`src/rtl/vend_credit_if.sv`:
```
// Coin-acceptor, actuator and display-bank signals of the vending credit controller.
// The controller uses the slave modport; the environment driving coins uses master.
interface vend_credit_if #(
    parameter int CREDIT_W = 6
);
    logic                coin_valid;
    logic [1:0]          coin_type;
    logic                cancel;
    logic [CREDIT_W-1:0] credit;
    logic                dispense;
    logic                change_nickel;
    logic                coin_reject;
    logic                busy;
    logic                reg_load;
    logic                reg_en;

    modport master (
        output coin_valid,
        output coin_type,
        output cancel,
        input  credit,
        input  dispense,
        input  change_nickel,
        input  coin_reject,
        input  busy,
        input  reg_load,
        input  reg_en
    );

    modport slave (
        input  coin_valid,
        input  coin_type,
        input  cancel,
        output credit,
        output dispense,
        output change_nickel,
        output coin_reject,
        output busy,
        output reg_load,
        output reg_en
    );
endinterface

```
`src/rtl/vend_credit_controller.sv`:
```
// Vending credit FSM: accumulates coins, vends one item at PRICE, refunds the rest as nickels.
// Every output is registered and derived from the next-state decision taken at the same edge.
module vend_credit_controller #(
    parameter int PRICE      = 15,
    parameter int MAX_CREDIT = 35,
    parameter int CREDIT_W   = 6
) (
    input  logic          Clk,
    input  logic          Clear,
    vend_credit_if.slave  bus
);

    typedef enum logic [1:0] {
        IDLE    = 2'b00,
        COLLECT = 2'b01,
        VEND    = 2'b10,
        REFUND  = 2'b11
    } state_t;

    localparam logic [CREDIT_W-1:0] PRICE_C  = CREDIT_W'(PRICE);
    localparam logic [CREDIT_W-1:0] NICKEL_C = CREDIT_W'(5);
    localparam logic [CREDIT_W-1:0] DIME_C   = CREDIT_W'(10);
    localparam logic [CREDIT_W-1:0] QUARTER_C = CREDIT_W'(25);
    localparam logic [CREDIT_W:0]   MAX_C    = (CREDIT_W+1)'(MAX_CREDIT);

    state_t              r_state;
    logic [CREDIT_W-1:0] r_credit;
    logic                r_dispense;
    logic                r_changeNickel;
    logic                r_coinReject;
    logic                r_busy;
    logic                r_regLoad;
    logic                r_regEn;

    logic [CREDIT_W-1:0] w_coinValue;
    logic                w_coinLegal;
    logic [CREDIT_W:0]   w_sum;
    logic                w_accept;
    state_t              w_nextState;
    logic [CREDIT_W-1:0] w_nextCredit;
    logic                w_reject;

    always_comb begin
        w_coinValue = '0;
        w_coinLegal = 1'b1;
        case (bus.coin_type)
            2'b00:   w_coinValue = NICKEL_C;
            2'b01:   w_coinValue = DIME_C;
            2'b10:   w_coinValue = QUARTER_C;
            default: w_coinLegal = 1'b0;
        endcase
    end

    // One extra bit on the sum so the ceiling test cannot wrap.
    assign w_sum    = {1'b0, r_credit} + {1'b0, w_coinValue};
    assign w_accept = bus.coin_valid && w_coinLegal && !bus.cancel && (w_sum <= MAX_C);

    always_comb begin
        w_nextState  = r_state;
        w_nextCredit = r_credit;
        w_reject     = bus.coin_valid;
        case (r_state)
            IDLE: begin
                if (w_accept) begin
                    w_reject     = 1'b0;
                    w_nextCredit = w_coinValue;
                    w_nextState  = (w_coinValue >= PRICE_C) ? VEND : COLLECT;
                end
            end
            COLLECT: begin
                if (bus.cancel) begin
                    w_nextState = REFUND;
                end else if (w_accept) begin
                    w_reject     = 1'b0;
                    w_nextCredit = w_sum[CREDIT_W-1:0];
                    w_nextState  = (w_sum[CREDIT_W-1:0] >= PRICE_C) ? VEND : COLLECT;
                end
            end
            VEND: begin
                w_nextCredit = r_credit - PRICE_C;
                w_nextState  = (r_credit == PRICE_C) ? IDLE : REFUND;
            end
            REFUND: begin
                if (r_credit <= NICKEL_C) begin
                    w_nextCredit = '0;
                    w_nextState  = IDLE;
                end else begin
                    w_nextCredit = r_credit - NICKEL_C;
                end
            end
            default: begin
                w_nextCredit = '0;
                w_nextState  = IDLE;
            end
        endcase
    end

    // Display bank reloads on any credit change and on return to IDLE so it tri-states.
    always_ff @(posedge Clk) begin
        if (Clear) begin
            r_state        <= IDLE;
            r_credit       <= '0;
            r_dispense     <= 1'b0;
            r_changeNickel <= 1'b0;
            r_coinReject   <= 1'b0;
            r_busy         <= 1'b0;
            r_regLoad      <= 1'b0;
            r_regEn        <= 1'b0;
        end else begin
            r_state        <= w_nextState;
            r_credit       <= w_nextCredit;
            r_dispense     <= (w_nextState == VEND);
            r_changeNickel <= (w_nextState == REFUND);
            r_coinReject   <= w_reject;
            r_busy         <= (w_nextState == VEND) || (w_nextState == REFUND);
            r_regLoad      <= (w_nextCredit != r_credit) ||
                              ((w_nextState == IDLE) && (r_state != IDLE));
            r_regEn        <= (w_nextState != IDLE);
        end
    end

    assign bus.credit        = r_credit;
    assign bus.dispense      = r_dispense;
    assign bus.change_nickel = r_changeNickel;
    assign bus.coin_reject   = r_coinReject;
    assign bus.busy          = r_busy;
    assign bus.reg_load      = r_regLoad;
    assign bus.reg_en        = r_regEn;

endmodule

```
`src/flat_wrapper.sv`:
```
// flat-port wrapper written by rule: the top's interface ports become plain ports
module vend_credit_controller_flat 
#(
    parameter int PRICE      = 15,
    parameter int MAX_CREDIT = 35,
    parameter int CREDIT_W   = 6
)
  (Clk, Clear, bus_coin_valid, bus_coin_type, bus_cancel, bus_credit, bus_dispense, bus_change_nickel, bus_coin_reject, bus_busy, bus_reg_load, bus_reg_en);
  vend_credit_if #(.CREDIT_W(CREDIT_W)) bus_i ();
  input  logic Clk;
  input  logic Clear;
  input wire logic [$bits(bus_i.coin_valid)-1:0] bus_coin_valid;
  input wire logic [$bits(bus_i.coin_type)-1:0] bus_coin_type;
  input wire logic [$bits(bus_i.cancel)-1:0] bus_cancel;
  output wire logic [$bits(bus_i.credit)-1:0] bus_credit;
  output wire logic [$bits(bus_i.dispense)-1:0] bus_dispense;
  output wire logic [$bits(bus_i.change_nickel)-1:0] bus_change_nickel;
  output wire logic [$bits(bus_i.coin_reject)-1:0] bus_coin_reject;
  output wire logic [$bits(bus_i.busy)-1:0] bus_busy;
  output wire logic [$bits(bus_i.reg_load)-1:0] bus_reg_load;
  output wire logic [$bits(bus_i.reg_en)-1:0] bus_reg_en;
  assign bus_i.coin_valid = bus_coin_valid;
  assign bus_i.coin_type = bus_coin_type;
  assign bus_i.cancel = bus_cancel;
  assign bus_credit = bus_i.credit;
  assign bus_dispense = bus_i.dispense;
  assign bus_change_nickel = bus_i.change_nickel;
  assign bus_coin_reject = bus_i.coin_reject;
  assign bus_busy = bus_i.busy;
  assign bus_reg_load = bus_i.reg_load;
  assign bus_reg_en = bus_i.reg_en;
  vend_credit_controller #(.PRICE(PRICE), .MAX_CREDIT(MAX_CREDIT), .CREDIT_W(CREDIT_W)) u_core (.Clk(Clk), .Clear(Clear), .bus(bus_i));
endmodule
```
`config.mk`:
```
export PLATFORM = sky130hd
export DESIGN_NAME = vend_credit_controller_flat
export DESIGN_NICKNAME = d
export VERILOG_FILES = /design/src/rtl/vend_credit_if.sv /design/src/rtl/vend_credit_controller.sv /design/src/flat_wrapper.sv
export SDC_FILE = /design/constraint.sdc
export NUM_CORES = 1
export LEC_CHECK = 0
export CORE_MARGIN = 4
export CORE_UTILIZATION = 26
export CTS_CLUSTER_SIZE = 10
export DETAILED_ROUTE_END_ITERATION = 16
export PLACE_DENSITY = 0.53
export RECOVER_POWER = 100
export SLEW_MARGIN = 30
export SYNTH_ARGS = -nofsm -noshare
export SYNTH_HDL_FRONTEND = slang
export SYNTH_SLANG_ARGS = --single-unit
```
`constraint.sdc`:
```
create_clock -name Clk -period 3.1 [get_ports Clk]
set_input_delay 0.465 -clock Clk [delete_from_list [all_inputs] [get_ports Clk]]
set_output_delay 0.465 -clock Clk [all_outputs]
set_load 0.005 [all_outputs]
```
==> metrics.md <==
| Metric | Value |
|---|---|
| Worst Reg-to-Reg Cells | `12` |
| Worst setup SP type | `input port` |
| Cells after synthesis | `233` |
| Die Y | `a little over 90 um` |
| Final GP Congestion | `0.838` |
| Status | `finished clean` |
| CTS tree | `built` |
| Final Hold Fails | `0` |
| CTS buffer count | `3` |
| Sw power | `approximately 0.00074 W` |
| Remaining antenna violation count after routing | `0` |
| Antenna violations before repair | `0` |
| Tcrit/Tclk final | `0.966` |
| Lkg Pwr | `1.03 nW` |
| Worst path cell trace | `buf_6, buf_4, ha_1, ha_4, nor3b_1, a31oi_4, o211ai_4, or4_4, a21oi_4, buf_4, a21o_1, a32oi_1, a22o_1, a31oi_1` |
| H-tree depth | `1` |
| Kind of critical path | `in2reg` |
| Fmax | `334 MHz` |
| Clock sink count | `14` |
| Post-route cell area | `2540 um^2` |
| DIE AREA | `8250 um^2` |
| Peak VDD IR | `0.287 mV` |
| Synth top area cells | `dfxtp_1, ha_1, nor2_1, o21ai_0, a21oi_1` |
| Starting Density | `0.275` |
| Yosys reg bits | `14` |
| Synth-to-layout area growth | `42.4%` |
| IO buf count | `17` |
| Worst-path clk slew | `approximately 0.07 ns` |
| Hold Path Class | `reg2reg` |
| Critical Path AT | `3.17 ns` |
| Via/cell ratio | `5.53` |
| Critical path capture point | `u_core.bus.reg_load` |
| Power, Total | `0.00161 W` |
| Comb pwr share | `0.706` |
| Mapped Nets | `252` |
| Post-DP HPWL | `4.64 mm` |
| Post-CTS Hold Buffers | `0` |
| Mapped cell area | `1780 um^2` |
| Number of flops mapped to enable cells by yosys | `0` |
| Clock Root Buffer | `clkbuf_8` |
| Util after Layout | `0.391` |
| Synth Warn # | `0` |
| Critical path capture point type | `flip-flop` |
| Std cell rows | `29` |
| Least-Margin Pin Slew | `0.764 ns` |
| WL final | `6.21 mm` |
| Fin crit period | `2.99 ns` |
| Pre-CTS setup slack | `-0.635 ns` |
| Distinct cell type count after synthesis | `65` |
| CP most frequent cell | `buf_4` |
| Largest net degree at the start of global routing | `18` |
| Critical Path Source | `bus_coin_type[1]` |
| Final net count | `approximately 320` |
| IO Count | `18` |
| CORE AREA | `6490 um^2` |
| Sw frac | `0.455` |
| Worst R2R End | `u_core.bus.reg_load` |
| Synth area leader | `dfxtp_1` |
| TritonRoute pass-1 iters | `4` |
| Clock power share | `0.116` |
| # diodes | `0` |
| Final worst-path setup slack | `0.107 ns` |
| Max Transition Viols Final | `0` |
| Syn avg cell area | `7.66 um^2` |
| Worst Path Required | `about 3.3 ns` |
| Layout cells sized above 1 | `0.341` |
| Crit path max fanout | `6` |
| Drt drc | `0` |
| Layout fillers | `645` |
| Internal power | `about 0.00088 W` |
| Gr usage total | `0.151` |
| Worst Skew | `0.00720 ns` |
| Initial DRC count | `170` |
| Via count | `2063` |
| PwrDens | `636 nW/um^2` |
| Total gr overflow | `0` |
| First-pass GRT wire length | `~10 mm` |
| RR Startpoint | `u_core.bus.credit[0]` |
| Setup Viol. Count Final | `0` |
| Clock latency on the worst-skew pair | `0.25 ns` |
| Max stage delay on crit path | `0.59 ns` |
| Synth async-reset ratio | `0` |
| Slowest CP cell | `or4_4` |
| CTS max path bufs | `2` |
| Vias in the first global route | `2021` |
| Synth Flop Type | `dfxtp_1` |
| Max-Cap Viols | `0` |
| Relative slew slack | `0.490` |
| Sequential area share after synthesis | `0.157` |
| Wire per inst | `approximately 17 um` |
| Synth top area share | `0.157` |
| Flop pwr share | `0.178` |
| Post-DP Area | `between 2000 and 2500 um^2` |
| Die Wd | `between 90 and 100 um` |
| Flop-to-flop setup slack | `0.17 ns` |
area by class of cell:
class                   instances  area [um^2]  share of cell area
multi-input cells             194         1470               0.580
repair buffers                 74          593               0.233
flip-flops and latches         14          283               0.111
well taps                      77         96.3              0.0379
clock buffers                   4         55.1              0.0217
inverters                      10         40.0              0.0158
repair_timing:
item / in CTS / in global routing
pin swaps: 10 / 9
buffers inserted: 3 / 6
resized for setup: 22 / 21
endpoints found under the setup margin: 12 / 12
power groups by stage:
stage,Sequential (W),Combinational (W),Clock [W]
2_1_floorplan,0.000263,0.000649,0
6_report,0.000287,0.00114,0.000188
3_5_place_dp,0.000285,0.00102,0
4_1_cts,0.000284,0.00108,0.000189
3_3_place_gp,0.000284,0.00102,0
5_1_grt,0.000294,0.00125,0.000198
cell usage after synthesis, types with 3 or more instances:
| cell | n |
|---|---|
| nor2_1 | 26 |
| nor3_1 | 6 |
| o211a_1 | 3 |
| clkbuf_8 | 4 |
| nand2_1 | 17 |
| clkbuf_1 | 5 |
| or3_1 | 3 |
| a221oi_1 | 3 |
| buf_6 | 4 |
| a21oi_1 | 15 |
| and2_1 | 4 |
| a211oi_1 | 4 |
| o211ai_1 | 4 |
| xor2_1 | 3 |
| o221ai_1 | 3 |
| a31oi_1 | 3 |
| nand3_1 | 9 |
| ha_1 | 13 |
| inv_1 | 10 |
| dfxtp_1 | 14 |
| o21ai_0 | 17 |
flip-flops by register name (all words and copies together) (netlist names):
| name | count |
|---|---|
| u_core.bus.busy | 1 |
| u_core.bus.change_nickel | 1 |
| u_core.bus.coin_reject | 1 |
| u_core.bus.credit | 6 |
| u_core.bus.dispense | 1 |
| u_core.bus.reg_en | 1 |
| u_core.bus.reg_load | 1 |
| u_core.r_state | 2 |
stage by stage:
step / setup TNS, ns / std cells / hold slack, ns
3_5_place_dp: -6.46 / 360 / 0.637
5_1_grt: -0.0133 / 373 / 0.688
3_3_place_gp: -5.93 / 360 / 0.640
2_1_floorplan: 0 / 233 / 0.535
6_report: 0 / 373 / 0.671
4_1_cts: 0 / 367 / 0.677
worst max-delay path: cells and delay by family:
kind / cells / cell delay [ns]
adders and majority gates: 2 / 0.46
and+or+nand+nor: 2 / 0.75
AOI/OAI and AO/OA: 7 / 1.10
buffers and inverters: 3 / 0.40
cells in the final DEF (no fill, tap or decap), types with 4 or more instances in the layout:
| cell | Yosys | layout |
|---|---|---|
| buf_4 | 0 | 53 |
| o21ai_0 | 17 | 16 |
| a21oi_1 | 15 | 13 |
| and2_1 | 4 | 4 |
| nand2_1 | 17 | 17 |
| nor2_1 | 26 | 26 |
| nor3_1 | 6 | 4 |
| nand3_1 | 9 | 8 |
| inv_1 | 10 | 8 |
| a211oi_1 | 4 | 4 |
| clkbuf_8 | 4 | 4 |
| clkdlybuf4s50_1 | 0 | 8 |
| dlygate4sd3_1 | 0 | 7 |
| ha_1 | 13 | 7 |
| o211ai_1 | 4 | 4 |
| dfxtp_1 | 14 | 12 |
worst min-delay path by stage:
stage	to	start	cells after the start	slack, ns
6_report	u_core.bus.credit[2]	u_core.bus.credit[2]	2	0.67
3_5_place_dp	u_core.bus.credit[2]	u_core.bus.credit[2]	2	0.64
5_1_grt	u_core.bus.credit[2]	u_core.bus.credit[2]	2	0.69
2_1_floorplan	u_core.r_state[1]	Clear	1	0.54
3_3_place_gp	u_core.bus.credit[2]	u_core.bus.credit[2]	2	0.64
4_1_cts	u_core.bus.credit[2]	u_core.bus.credit[2]	2	0.68
layer usage:
layer | vias up | global-route usage | wire length [um]
met2 | 75 | 0.235 | 2880
met5 | - | 0 | 0
li1 | 1004 | - | -
met3 | 16 | 0.0267 | 344
met4 | 0 | 0.0678 | 170
met1 | 968 | 0.204 | 2810
cells by family after synthesis:
family                     count (synthesis)  synth area share
AOI/OAI and AO/OA                         94             0.400
xor gates and xnor gates                   4            0.0196
adders and majority gates                 13            0.0912
buffers and inverters                     25            0.0968
DFF                                       14             0.157
muxes                                      2            0.0112
and+or+nand+nor                           81             0.224
Power figures use the tool's default switching activity.
